[src/rtl/seg_scan.sv]
// Six-digit multiplexed 7-segment driver for the clock display: frame snapshots,
// BCD decode with '-' for invalid nibbles, colon-style decimal points and alert blink.
module seg_scan #(
    parameter int SCAN_DIV     = 50000,
    parameter int BLINK_FRAMES = 16
) (
    input  logic       clk,
    input  logic       reset,
    input  logic [7:0] hour,
    input  logic [7:0] minute,
    input  logic [7:0] second,
    input  logic       alert,
    output logic [5:0] an,
    output logic [6:0] seg,
    output logic       dp
);

    localparam int PW = (SCAN_DIV > 1) ? $clog2(SCAN_DIV) : 1;
    localparam int FW = (BLINK_FRAMES > 1) ? $clog2(BLINK_FRAMES) : 1;
    localparam logic [PW-1:0] PRE_LAST = PW'(SCAN_DIV - 1);
    localparam logic [PW-1:0] PRE_ONE  = PW'(1);
    localparam logic [FW-1:0] FRM_LAST = FW'(BLINK_FRAMES - 1);
    localparam logic [FW-1:0] FRM_ONE  = FW'(1);

    logic [PW-1:0] prescaler;
    logic [2:0]    idx;
    logic [FW-1:0] frame_cnt;
    logic          blink_phase;
    logic [7:0]    snap_hour;
    logic [7:0]    snap_minute;
    logic [7:0]    snap_second;
    logic          snap_alert;

    logic          tick;
    logic          frame_wrap;
    logic [3:0]    nibble;
    logic [5:0]    an_nxt;
    logic [6:0]    seg_nxt;
    logic          dp_nxt;

    assign tick       = (prescaler == PRE_LAST);
    assign frame_wrap = tick && (idx == 3'd5);

    always_ff @(posedge clk or negedge reset) begin
        if (!reset) begin
            prescaler   <= '0;
            idx         <= 3'd0;
            frame_cnt   <= '0;
            blink_phase <= 1'b0;
            snap_hour   <= 8'h00;
            snap_minute <= 8'h00;
            snap_second <= 8'h00;
            snap_alert  <= 1'b0;
            an          <= 6'b111111;
            seg         <= 7'b1111111;
            dp          <= 1'b1;
        end else begin
            if (tick) begin
                prescaler <= '0;
                idx       <= (idx == 3'd5) ? 3'd0 : idx + 3'd1;
            end else begin
                prescaler <= prescaler + PRE_ONE;
            end
            // Capture, frame count and blink toggle all land on the same edge,
            // so the next frame starts coherent from its first digit.
            if (frame_wrap) begin
                snap_hour   <= hour;
                snap_minute <= minute;
                snap_second <= second;
                snap_alert  <= alert;
                if (frame_cnt == FRM_LAST) begin
                    frame_cnt   <= '0;
                    blink_phase <= ~blink_phase;
                end else begin
                    frame_cnt <= frame_cnt + FRM_ONE;
                end
            end
            an  <= an_nxt;
            seg <= seg_nxt;
            dp  <= dp_nxt;
        end
    end

    always_comb begin
        nibble  = 4'd0;
        an_nxt  = 6'b111111;
        dp_nxt  = 1'b1;
        seg_nxt = 7'b1111111;
        case (idx)
            3'd0: begin nibble = snap_second[3:0]; an_nxt = 6'b111110; end
            3'd1: begin nibble = snap_second[7:4]; an_nxt = 6'b111101; end
            3'd2: begin nibble = snap_minute[3:0]; an_nxt = 6'b111011; dp_nxt = 1'b0; end
            3'd3: begin nibble = snap_minute[7:4]; an_nxt = 6'b110111; end
            3'd4: begin nibble = snap_hour[3:0];   an_nxt = 6'b101111; dp_nxt = 1'b0; end
            3'd5: begin nibble = snap_hour[7:4];   an_nxt = 6'b011111; end
            default: begin nibble = 4'd0; an_nxt = 6'b111111; end
        endcase
        case (nibble)
            4'd0:    seg_nxt = 7'b0000001;
            4'd1:    seg_nxt = 7'b1001111;
            4'd2:    seg_nxt = 7'b0010010;
            4'd3:    seg_nxt = 7'b0000110;
            4'd4:    seg_nxt = 7'b1001100;
            4'd5:    seg_nxt = 7'b0100100;
            4'd6:    seg_nxt = 7'b0100000;
            4'd7:    seg_nxt = 7'b0001111;
            4'd8:    seg_nxt = 7'b0000000;
            4'd9:    seg_nxt = 7'b0000100;
            default: seg_nxt = 7'b1111110;
        endcase
        if (an_nxt == 6'b111111) begin
            seg_nxt = 7'b1111111;
            dp_nxt  = 1'b1;
        end
        if (snap_alert && blink_phase) begin
            an_nxt  = 6'b111111;
            seg_nxt = 7'b1111111;
            dp_nxt  = 1'b1;
        end
    end

endmodule

[config.mk]
export PLATFORM = sky130hd
export DESIGN_NAME = seg_scan
export DESIGN_NICKNAME = d
export VERILOG_FILES = /design/src/rtl/seg_scan.sv
export SDC_FILE = /design/constraint.sdc
export NUM_CORES = 1
export LEC_CHECK = 0
export BUFFER_PORTS_ARGS = -buffer_cell sky130_fd_sc_hd__buf_2
export CAP_MARGIN = 40
export CORE_MARGIN = 2
export CORE_UTILIZATION = 30
export DETAILED_ROUTE_END_ITERATION = 6
export REMOVE_ABC_BUFFERS = 1
export SLEW_MARGIN = 20
export SYNTH_ARGS = -nofsm -noshare
export SYNTH_HDL_FRONTEND = slang
export SYNTH_SLANG_ARGS = --single-unit
[constraint.sdc]
create_clock -name clk -period 4.57 [get_ports clk]
set_clock_uncertainty 0.1 [all_clocks]
set_input_delay 0.457 -clock clk [delete_from_list [all_inputs] [get_ports clk]]
set_output_delay 0.457 -clock clk [all_outputs]
set_load 0.02 [all_outputs]
-- Word-level counts from Yosys, hierarchy flattened
Memories as Yosys holds them, arrays and structs flattened.
Index checks and enable logic that the tools add are counted.
- memories kept: 1
- bits in read-only memories: 112
- register bits: 63
- logic and storage cells: 40
- bits of input ports: 27
- reduce and logical (&&, ||, !) cells: 5
- bitwise logic cells: 1
- add/sub/neg operators: 3
- eq/ne operators: 8
- multiplexer cells: 11
- memory list (name ; words ; bits a word ; rd ports ; clocked after memory_dff ; write ports ; line ; text):
    (name not given) ; 16 ; 7 ; 1 ; 0 ; 0 ; 98 ; case (nibble)
- operators by type and width (cell ; number):
    $pmux 6 s6 ; 1
    $pmux 4 s6 ; 1
    $add 16x1->16 const B ; 1
    $eq 16x16->1 const B ; 1
    $mux 16 ; 1
    $mux 7 ; 2
    $eq 3x2->1 const B ; 2
    $eq 3x3->1 const B ; 2
    $eq 6x6->1 const B ; 1
    $mux 6 ; 1
    $add 4x1->4 const B ; 1
    $eq 4x4->1 const B ; 1
    $mux 4 ; 1
    $add 3x1->3 const B ; 1
    $eq 3x1->1 const B ; 1
    $logic_not 3->1 ; 1
    $mux 1 ; 3
    $mux 3 ; 1
    $logic_and 1x1->1 ; 2
    $reduce_and 2->1 ; 1
    $reduce_or 2->1 ; 1
    $not 1->1 ; 1

-- Longest topological paths before layout
Gate-level depths: netlist of run 1.
- depth after elaboration: 5
- depth in mapped cells: 12

-- Worst setup path after synthesis of run 1
Ideal clock, no wire load.
- path kind: reg2reg
- start point: register idx[1]
- end point: register seg[3]
- cell stages (with the launch flop): 12
- required time: 4393 ps
- setup slack: 2129 ps
- library setup time: 77 ps
- path buffers: 3
- arrival time: 2264 ps
- cell sequence: dfrtp_1 > buf_2 > clkbuf_1 > and2_1 > ha_1 > or2_2 > clkbuf_1 > nand2_1 > ha_1 > nor2_1 > a21oi_1 > a31oi_1
- cells in the longest elaborated chain, start to end: 5
- elaborated cells between the ends (all ways): 12
- RTL lines (what ; line ; text):
    start: declaration ; 26 ; logic [2:0] idx;
    start signal: assignment ; 60 ; idx <= (idx == 3'd5) ? 3'd0 : idx + 3'd1;
    $eq 3x3->1 (tied with other cells) ; 89 ; case (idx)
    $pmux 4 s6 / $pmux 6 s6 (equally long branches) ; 89 ;
    $mem_v2 16x7 / $eq 6x6->1 (equally long branches) ; - ;
    $mux 7 (*) ; 111 ; if (an_nxt == 6'b111111) begin
    $mux 7 (*) ; 115 ; if (snap_alert && blink_phase) begin
    via seg_nxt[3] ; 38 ; logic [6:0] seg_nxt;
    end signal: assignment ; 79 ; seg <= seg_nxt;
    end: declaration ; 14 ; output logic [6:0] seg,
Mark *: on every way through the listed nets, which the timed path passes. The rest lies on a longest branch.
A chain may end at the register's enable or synchronous reset.

-- Worst setup path in the final report of run 1
- start point: register prescaler[4]
- end point: register snap_hour[0]
- cells in the longest elaborated chain, start to end: 2
- RTL lines (what ; line ; text):
    start: declaration ; 25 ; logic [PW-1:0] prescaler;
    start signal: assignment ; 62 ; prescaler <= prescaler + PRE_ONE;
    $eq 16x16->1 ; 41 ; assign tick = (prescaler == PRE_LAST);
    $logic_and 1x1->1 ; 42 ; assign frame_wrap = tick && (idx == 3'd5);
    end signal: assignment ; 67 ; snap_hour <= hour;
    end: declaration ; 29 ; logic [7:0] snap_hour;
Every way passes these cells.

==> results.md, run 1 <==
* Status: finished, final reports clean
* Top-level I/O count at 41
* Synthesis-to-layout area growth at 18.68%
* CTS clk-pin slew, worst paths at 0.07 ns
* Nets at 339
* Area contributors post-synth: dfrtp_1 40%, dfstp_2 12%, mux2_2 11%
* Post-Syn Area per Cell at 11.77 µm²
* Final min period at 2.867 ns
* Synth area leader: dfrtp_1
* Die Y at 104.8 µm
* Dpl hpwl at 4110 µm
* Vias in the first global route at 2069
* Synth warn at 0
* Routed length per instance at 13.24 µm
* Grt total ovfl at 0
* Drt first pass iters at 4
* Clk sinks at 63
* Std cell rows at 36
* Initial drt markers at 123
* PortBufs at 40
* Slew headroom at 47.50%
* Setup CP Type: register to register
* Synth Cell Area at 3048 µm²
* Peak supply drop at 0.2074 mV
* Clk root buf: clkbuf_8
* Drt drc at 0
* Final Cycle Share at 62.74%
* Total Routing Usage GR at 11.38%
* Largest net degree at the start of global routing at 64
* WHS Path Cells at 2
* CP Capture Type: register
* # diodes at 0
* Post-Place Worst Slack at 1.694 ns
* Initial core utilization at 31.04%
* Clock tree buffer depth at 2
* Final setup margin at 1.703 ns
* LEAKAGE at 1.686 nW
* Final core occ at 36.84%
* Synth cell types at 48
* Final setup vio count at 0
* WP data arrival at 2.99 ns
* Die Area at 10980 µm²
* Worst Path Max Fanout at 31
* Post-synth ARST share at 100.0%
* Worst EP required at 4.69 ns
* EDFF count, synth at 0
* Main flop type after synthesis: dfrtp_1
* Area of the multi-input gates at 1358 µm²
* Reg2Reg Depth at 5
* Routed Antenna Nets at 0
* Max cap viols at 0
* Post-synthesis instance total at 259
* Critical Path Start Type: register
* CTS H-tree depth at 3
* Vias at 2078
* Worst min path class: input port to register
* Worst slew pin tran at 0.7816 ns
* Final hold viol count at 0
* RD Place Congestion at 0.7545
* Filler cell count at 1014
* WL final at 5812 µm
* Core ar. at 9819 µm²
* Reg area at 1594 µm²
* Initial antenna violation count at 0
* Post-synth top area share at 40.23%
* Layout cell share with drive strength beyond 1 at 35.29%
* Flops & latches, synth at 63
* Fmax achieved at 348.8 MHz
* Setup TNS at 0 ns
* Post-CTS sizing at 0
* Post-synthesis sequential area ratio at 52.30%
* Die X at 104.8 µm
* First-pass GRT wire length at 9970 µm
* Worst skew pair latency at 0.34 ns
* CTS buffer count at 9
* PD cells at 307.4 nW/µm²
* Via density at 4.733
* RSZ-0062 raised after global routing: no
* Slew Limit Fails at 0
* CTS tree: yes
## synth_stat cells (4+ instances only)
library cell / n
inv_1: 5
mux2_2: 30
nand2_1: 18
a21oi_1: 4
nand3_1: 15
dfstp_2: 14
a31oi_1: 6
dfrtp_1: 49
nor2_1: 19
o21ai_0: 4
xnor2_1: 11
mux2i_1: 4
ha_1: 11
and3_1: 5
xor2_1: 7
clkbuf_1: 6
## worst max-delay path, cell delays in order, from the launching register on
cell	delay, ns
dfrtp_1	0.42
or4b_4	0.56
nor4_4	0.68
and3_1	0.25
buf_4	0.35
mux2_2	0.38
## through the flow
step / total power, mW / std cells / instance area [µm²] / hold WS [ns]
after CTS: 1.128 / 437 / 3580 / 0.2094
after detailed placement: 0.5911 / 421 / 3352 / 0.3786
after global placement: 0.5909 / 421 / 3352 / 0.3738
after floorplan: 0.5685 / 246 / 2970 / 0.06141
final: 1.112 / 439 / 3617 / 0.2462
after global routing: 1.159 / 439 / 3617 / 0.2297
## path summary, 6_finish.rpt
| kind | from | endpoint | slack, ns |
|---|---|---|---|
| max in group asynchronous | reset | seg[0]$_DFF_PN1_ | 3.37 |
| min in group asynchronous | reset | prescaler[2]$_DFF_PN0_ | 0.46 |
| min | minute[6] | snap_minute[6]$_DFFE_PN0P_ | 0.25 |
| max reg2reg | prescaler[4]$_DFF_PN0_ | snap_hour[0]$_DFFE_PN0P_ | 1.70 |
| min reg2reg | prescaler[13]$_DFF_PN0_ | prescaler[13]$_DFF_PN0_ | 0.39 |
| max | prescaler[4]$_DFF_PN0_ | snap_hour[0]$_DFFE_PN0P_ | 1.70 |
## sequential cells by signal, indices dropped and copies added, names as in the netlist
signal       cells
prescaler       16
snap_hour        8
idx              3
snap_second      8
dp               1
snap_minute      8
seg              7
frame_cnt        4
an               6
snap_alert       1
blink_phase      1
## timing repair
action                                 CTS  global route
buffers inserted                         0             0
hold buffers                             0             1
endpoints found under the hold margin    0             4
## final cells by class
type	count	share of cell area, %
Sequential cell	63	44.07
Multi-Input combinational cell	178	37.53
Timing Repair Buffer	44	6.987
Clock buffer	14	5.327
Tap cell	133	4.600
Clock inverter	2	0.9685
Inverter	5	0.5189
## layer usage
layer / part of all wire (%) / vias to the layer above / GRT usage (%) / routed length, µm
met2: 45 / 48 / 16.65 / 2638
met3: 5.7 / 6 / 4.803 / 332
met1: 48 / 1019 / 15.41 / 2780
met5: 0 / - / 0 / 0
li1: - / 1005 / - / -
met4: 1.0 / 0 / 3.143 / 60
## power by group
group          switching [mW]  total [mW]  leakage (nW)  internal (mW)
logic                  0.0137      0.0251         0.751         0.0114
registers                   0       0.558         0.816          0.558
clock network           0.203       0.529         0.119          0.326
total                   0.217        1.11          1.69          0.895
## kinds of logic after synthesis
logic type / Yosys count / synth area share (%)
AO/OA/AOI/OAI: 35 / 8.334
flip-flops: 63 / 52.30
adder cells (fa/ha/maj): 11 / 4.516
buffers and inverters: 18 / 3.161
multiplexers: 34 / 12.40
AND/OR/NAND/NOR: 80 / 14.12
XOR/XNOR: 18 / 5.172
## placed cells by master, fill, tap and decap left out, types with 2 or more instances in the layout
master and count:
inv_1 5, nand3_1 15, ha_1 11, o211ai_1 3, nor2b_1 3, and2_1 2
a21boi_0 3, a21oi_1 4, nor2_1 19, a2111oi_0 2, xnor2_1 11, a211oi_1 2
dfstp_2 14, dfrtp_1 49, mux2_2 30, or2_2 2, o21ai_0 4, nand2_1 18
clkbuf_8 14, nand3b_1 3, and3_1 5, buf_4 2, and4_1 2, a31oi_1 6
mux2i_1 4, a32o_1 2, xor2_1 7, nand4_1 2, nor4_1 2, buf_2 40
Power figures use the tool's default switching activity.
==> run 2: changes to the inputs <==
- clock period: 4.57 -> 2.8 ns (I/O delays scaled with it)
==> run 2 against run 1 <==
Register-to-register slack got worse by 1.4 ns. Cell count is 0.91% higher. Worst hold slack worse by 0.19 ns. Clock-buffer cell count is 4 lower. Fmax is 13% higher. Flip-flop and latch count unchanged. Clock power rose by 82%. Non-clock buffer count rose by 4. Critical path depth grew 4. First-iteration DRC count down 38%. Largest power group is now clock. Global-route usage is 0.73 points higher. Highest routed layer unchanged. Design area rose by 1.2%. Largest cell class unchanged.
==> results.md, run 2 (same netlist as run 1, synthesis figures left out) <==
* Die Area at 10980 µm² (unchanged)
* Final setup vio count at 0 (unchanged)
* Max reg flops at 16 (unchanged)
* Largest net degree at the start of global routing at 34 (-47%)
* Vias at 2088 (+0.48%)
* Post-Place Worst Slack at 0.2642 ns (-1.430 ns)
* Placed cells at 426 (+1.2%)
* Top cell by count, worst path: ha_1
* Peak supply drop at 0.2527 mV (+22%)
* Synthesis-to-layout area growth at 20.07%
* Clock share of power at 50.4% (+2.9 points)
* Cell Int Power at 1.540 mW (+72%)
* Setup CP Type: register to register
* Filler cell count at 1006 (-0.79%)
* Final Cycle Share at 90.47% (+28 points)
* Status: finished, final reports clean
* Switching power at 376.0 µW (+73%)
* Critical Path Start Type: register
* Post-route insts no fill at 443 (+0.91%)
* PortBufs at 40 (unchanged)
* Combinational fraction of design power at 2.1% (-0.2 points)
* Worst EP required at 2.97 ns (-1.72 ns)
* LEAKAGE at 1.708 nW (+1.3%)
* Drt drc at 0 (unchanged)
* CTS buffer count at 9 (unchanged)
* Final hold viol count at 0 (unchanged)
* Design Area, Final at 3660 µm² (+1.2%)
* WP data arrival at 2.70 ns (-0.29 ns)
* Placed Area at 3402 µm² (+1.5%)
* Drt first pass iters at 4 (unchanged)
* Via density at 4.713 (-0.43%)
* CTS H-tree depth at 3 (unchanged)
* Initial core utilization at 31.04% (unchanged)
* PD cells at 523.6 nW/µm² (+70%)
* CP max-delay cell: dfrtp_1
* Slew headroom at 47.67% (+0.17 points)
* Layout cell share with drive strength beyond 1 at 36.45% (+1.2 points)
* Core ar. at 9819 µm² (unchanged)
* Clock tree buffer depth at 2 (unchanged)
* Worst Path Max Fanout at 14 (-55%)
* Final setup margin at 0.2667 ns (-1.436 ns)
* Dpl hpwl at 4339 µm (+5.6%)
* Commonest non-fill, non-tap cell in the layout: dfrtp_1
* Final min period at 2.533 ns (-0.3338 ns)
* Worst hold slack at 0.05877 ns (-0.1874 ns)
* Std cell rows at 36 (unchanged)
* Initial antenna violation count at 0 (unchanged)
* CTS clk-pin slew, worst paths at 0.07 ns (about the same)
* Top-level I/O count at 41 (unchanged)
* CTS tree: yes
* Die X at 104.8 µm (unchanged)
* Sw frac at 19.62% (+0.12 points)
* Die Y at 104.8 µm (unchanged)
* Vias in the first global route at 2134 (+3.1%)
* Setup TNS at 0 ns (unchanged)
* Worst slew pin tran at 0.7816 ns (-0.00005728 ns)
* Sequential power share at 47.5% (-2.7 points)
* Worst skew pair latency at 0.35 ns (about the same)
* Total Routing Usage GR at 12.11% (+0.73 points)
* Slew Limit Fails at 0 (unchanged)
* # diodes at 0 (unchanged)
* CP Capture Type: register
* First-pass GRT wire length at 10450 µm (+4.8%)
* Grt total ovfl at 0 (unchanged)
* Routed length per instance at 13.82 µm (+4.4%)
* WL final at 6121 µm (+5.3%)
* RSZ-0062 raised after global routing: no
* Slowest cell delay on critical path at 0.59 ns (-0.09 ns)
* Commonest cells after routing, fill and taps aside: 49 x dfrtp_1, 40 x buf_2, 30 x mux2_2, 19 x nor2_1, 18 x nand2_1
* Fmax achieved at 394.7 MHz (+13%)
* Clk sinks at 63 (unchanged)
* Largest register by flop count: prescaler
* Routed Antenna Nets at 0 (unchanged)
* Max cap viols at 0 (unchanged)
* Worst-path cell chain: and2_1 > ha_1 > a22oi_1 > o31ai_1 > nand2_1 > ha_1 > nor2_1 > a21oi_1 > a31oi_1
* Worst min path class: input port to register
* Clk root buf: clkbuf_8
* Nets at 343 (+1.2%)
* Initial drt markers at 76 (-38%)
* RD Place Congestion at 0.7974 (+5.7%)
run 2: changes by cell type in the layout (fill, tap and decap cells not counted):
cell / before / now
buf_4: 2 / 6
clkbuf_8: 14 / 10
bufinv_16: 1 / 3
buf_12: 0 / 1
buf_16: 1 / 0
clkinv_2: 1 / 2
clkinvlp_4: 0 / 1
nor2b_1: 3 / 2
nor2b_2: 0 / 1
run 2: final timing paths:
| kind | slack, ns | cells past startpoint | to | start |
|---|---|---|---|---|
| max | 0.27 | 9 | seg[3]$_DFF_PN1_ | idx[0]$_DFFE_PN0N_ |
| min | 0.06 | 2 | snap_minute[7]$_DFFE_PN0P_ | minute[7] |
| max reg2reg | 0.27 | 9 | seg[3]$_DFF_PN1_ | idx[0]$_DFFE_PN0N_ |
| min reg2reg | 0.39 | 1 | blink_phase$_DFFE_PN0P_ | blink_phase$_DFFE_PN0P_ |
| max in group asynchronous | 1.73 | 3 | seg[0]$_DFF_PN1_ | reset |
| min in group asynchronous | 0.24 | 2 | prescaler[9]$_DFF_PN0_ | reset |
run 2: area by class of cell:
| cell class | count | area, µm² | share of cell area (%) |
|---|---|---|---|
| Sequential cell | 63 | 1594 | 43.56 |
| Multi-Input combinational cell | 178 | 1360 | 37.16 |
| Timing Repair Buffer | 48 | 275.3 | 7.521 |
| Tap cell | 133 | 166.4 | 4.547 |
| Clock buffer | 10 | 137.6 | 3.761 |
| Clock inverter | 6 | 107.6 | 2.940 |
| Inverter | 5 | 18.77 | 0.5128 |
run 2: metrics by stage:
stage | utilization, % | total power [mW]
global placement | 34.65 | 0.9684
detailed placement | 34.65 | 0.9689
global route | 37.27 | 1.989
finish | 37.27 | 1.916
CTS | 37.25 | 1.944
floorplan | - | 0.9278
run 2: what timing repair did:
item	CTS	global route
hold buffers	1	0
setup buffers	0	0
gates resized for setup	0	1
setup endpoints to repair	0	1
endpoints found under the hold margin	38	0
run 2: critical path: cells and delay by family (launching register included):
family,cells,cell delay [ns]
flops,1,0.59
fa+ha+maj,2,0.63
simple gates,3,0.58
compound gates,4,0.55
run 2: layer usage:
metal  GRT usage (%)  wire [µm]  vias up
met5               0          0        -
met4           5.143        126        0
met3           4.180        371       14
met2           18.04       2657       57
met1           15.97       2965     1007
li1                -          -     1010
run 2: power groups by stage:
stage / clock network, mW / logic, mW / registers, mW
6_report: 0.965 / 0.0403 / 0.911
5_1_grt: 1.03 / 0.0469 / 0.910
4_1_cts: 0.991 / 0.0428 / 0.911
3_5_place_dp: 0 / 0.0416 / 0.927
3_3_place_gp: 0 / 0.0411 / 0.927
2_1_floorplan: 0 / 0.000295 / 0.928
==> run 3: changes to the inputs <==
- CORE_MARGIN: 2 -> not set
- MAX_ROUTING_LAYER: not set -> met4
==> run 3 against run 2 <==
Flip-flop and latch count unchanged. Sequential share of layout area grew 0.68 points. Clock power shrank 21%. Cell count unchanged. Clock-buffer cell count is the same. Worst setup slack improved by 0.044 ns.
==> results.md, run 3 (same netlist as run 1, synthesis figures left out) <==
* RD Place Congestion at 0.7894 (-1.0%)
* Tot Pwr at 1.713 mW (-11%)
* CTS buffer count at 9 (unchanged)
* RSZ-0062 raised after global routing: no
* Largest net degree at the start of global routing at 33 (-2.9%)
* Core ar. at 9819 µm² (unchanged)
* CTS tree: yes
* Post-CTS setup buffers at 0 (unchanged)
* Dpl hpwl at 4315 µm (-0.55%)
* Die Y at 102.8 µm (-1.9%)
* Slew headroom at 50.48% (+2.8 points)
* PortBufs at 40 (unchanged)
* Routed Antenna Nets at 0 (unchanged)
* Std cell rows at 36 (unchanged)
* Initial core utilization at 31.04% (unchanged)
* Setup CP Type: register to register
* Critical Path Start Type: register
* Final hold viol count at 0 (unchanged)
* Worst hold slack at 0.06949 ns (+0.01072 ns)
* First-pass GRT wire length at 10200 µm (-2.4%)
* Layout cell share with drive strength beyond 1 at 36.13% (-0.32 points)
* Commonest non-fill, non-tap cell in the layout: dfrtp_1
* Total Routing Usage GR at 13.29% (+1.2 points)
* Worst EP required at 2.96 ns (about the same)
* Grt total ovfl at 0 (unchanged)
* Die Area at 10570 µm² (-3.8%)
* Final min period at 2.489 ns (-0.04388 ns)
* Worst min path class: input port to register
* Worst slew pin tran at 0.7396 ns (-0.04195 ns)
* Max reg flops at 16 (unchanged)
* Routed length per instance at 13.39 µm (-3.1%)
* Max cap viols at 0 (unchanged)
* CP Capture Type: register
* # diodes at 0 (unchanged)
* Peak supply drop at 0.2572 mV (+1.8%)
* Vias in the first global route at 2047 (-4.1%)
* PD cells at 475.3 nW/µm² (-9.2%)
* Initial drt markers at 96 (+26%)
* Largest register by flop count: prescaler
* Drt first pass iters at 4 (unchanged)
* Nets at 343 (unchanged)
* Worst Path Max Fanout at 14 (unchanged)
* WP data arrival at 2.65 ns (-0.05 ns)
* Reg-to-Reg End: seg[2]$_DFF_PN1_
* Die X at 102.8 µm (-1.9%)
* FF-to-FF Start: idx[0]$_DFFE_PN0N_
* CTS H-tree depth at 3 (unchanged)
* Final Cycle Share at 88.91% (-1.6 points)
* WL final at 5930 µm (-3.1%)
* Vias at 2075 (-0.62%)
* Clk root buf: clkbuf_8
* Via density at 4.684 (-0.62%)
* Synthesis-to-layout area growth at 18.23%
* Clock tree buffer depth at 2 (unchanged)
* LEAKAGE at 1.682 nW (-1.5%)
* Top-level I/O count at 41 (unchanged)
* Worst setup startpoint: idx[0]$_DFFE_PN0N_
* Commonest cells after routing, fill and taps aside: 49 x dfrtp_1, 40 x buf_2, 30 x mux2_2, 19 x nor2_1, 18 x nand2_1
* Register-to-register setup slack at 0.31 ns (+0.04 ns)
* Reg2Reg Depth at 9 (unchanged)
* Drt drc at 0 (unchanged)
* Final setup vio count at 0 (unchanged)
* Post-Place Worst Slack at 0.2170 ns (-0.04720 ns)
* Final setup margin at 0.3106 ns (+0.04388 ns)
* CTS clk-pin slew, worst paths at 0.07 ns (about the same)
* Clk sinks at 63 (unchanged)
* Worst skew pair latency at 0.33 ns (-0.02 ns)
* Crit path capture: seg[2]$_DFF_PN1_
* Status: finished, final reports clean
* Slew Limit Fails at 0 (unchanged)
* Initial antenna violation count at 0 (unchanged)
* Fmax achieved at 401.7 MHz (+1.8%)
-- run 3: final cells by class --
type | count | area, µm²
well taps | 133 | 166.4
repair buffers | 48 | 275.3
clock inverters | 6 | 61.31
fillers | 1025 | 6216
multi-input cells | 178 | 1360
clock buffers | 10 | 127.6
flip-flops and latches | 63 | 1594
inverters | 5 | 18.77
-- run 3: critical path: stages, from the launching register on --
cell	delay, ns
dfrtp_1	0.53
and2_1	0.26
ha_1	0.25
a2111o_1	0.45
nand2_1	0.16
inv_1	0.11
ha_1	0.19
nor2_1	0.09
mux2i_1	0.08
a31oi_1	0.19
-- run 3: per-layer routing --
metal,GRT usage (%),wire length [µm],share of wire [%],vias to the layer above
met5,-,0,0,-
met4,4.767,112,1.9,0
met3,4.000,320,5.4,11
met2,17.95,2531,43,55
met1,18.63,2965,50,1001
li1,-,-,-,1008
-- run 3: what timing repair did --
item,in CTS,in global routing
resized for setup,0,1
setup endpoints to repair,0,1
hold endpoints to repair,10,0
hold buffers,1,0
-- run 3: how the worst min path moves through the flow --
stage	start	to	slack, ns	cells after the start
CTS	second[3]	snap_second[3]$_DFFE_PN0P_	0.06	2
floorplan	reset	blink_phase$_DFFE_PN0P_	-0.12	0
detailed placement	reset	prescaler[9]$_DFF_PN0_	0.1	1
finish	second[6]	snap_second[6]$_DFFE_PN0P_	0.07	2
global route	second[2]	snap_second[2]$_DFFE_PN0P_	0.06	2
global placement	reset	prescaler[8]$_DFF_PN0_	0.09	1
-- run 3: power breakdown --
| part | leakage [nW] | internal [mW] | switching, mW |
|---|---|---|---|
| registers | 0.816 | 0.911 | 0 |
| logic | 0.770 | 0.0174 | 0.0229 |
| clock network | 0.0960 | 0.408 | 0.354 |
| total | 1.68 | 1.34 | 0.377 |
-- run 3: through the flow --
| stage | cell area (µm²) | setup TNS [ns] | cells | util (%) |
|---|---|---|---|---|
| after floorplan | 2970 | -3.913 | 246 | - |
| after global placement | 3402 | 0 | 426 | 34.65 |
| after detailed placement | 3402 | 0 | 426 | 34.65 |
| after CTS | 3601 | 0 | 443 | 36.67 |
| after global routing | 3603 | 0 | 443 | 36.70 |
| final | 3603 | 0 | 443 | 36.70 |
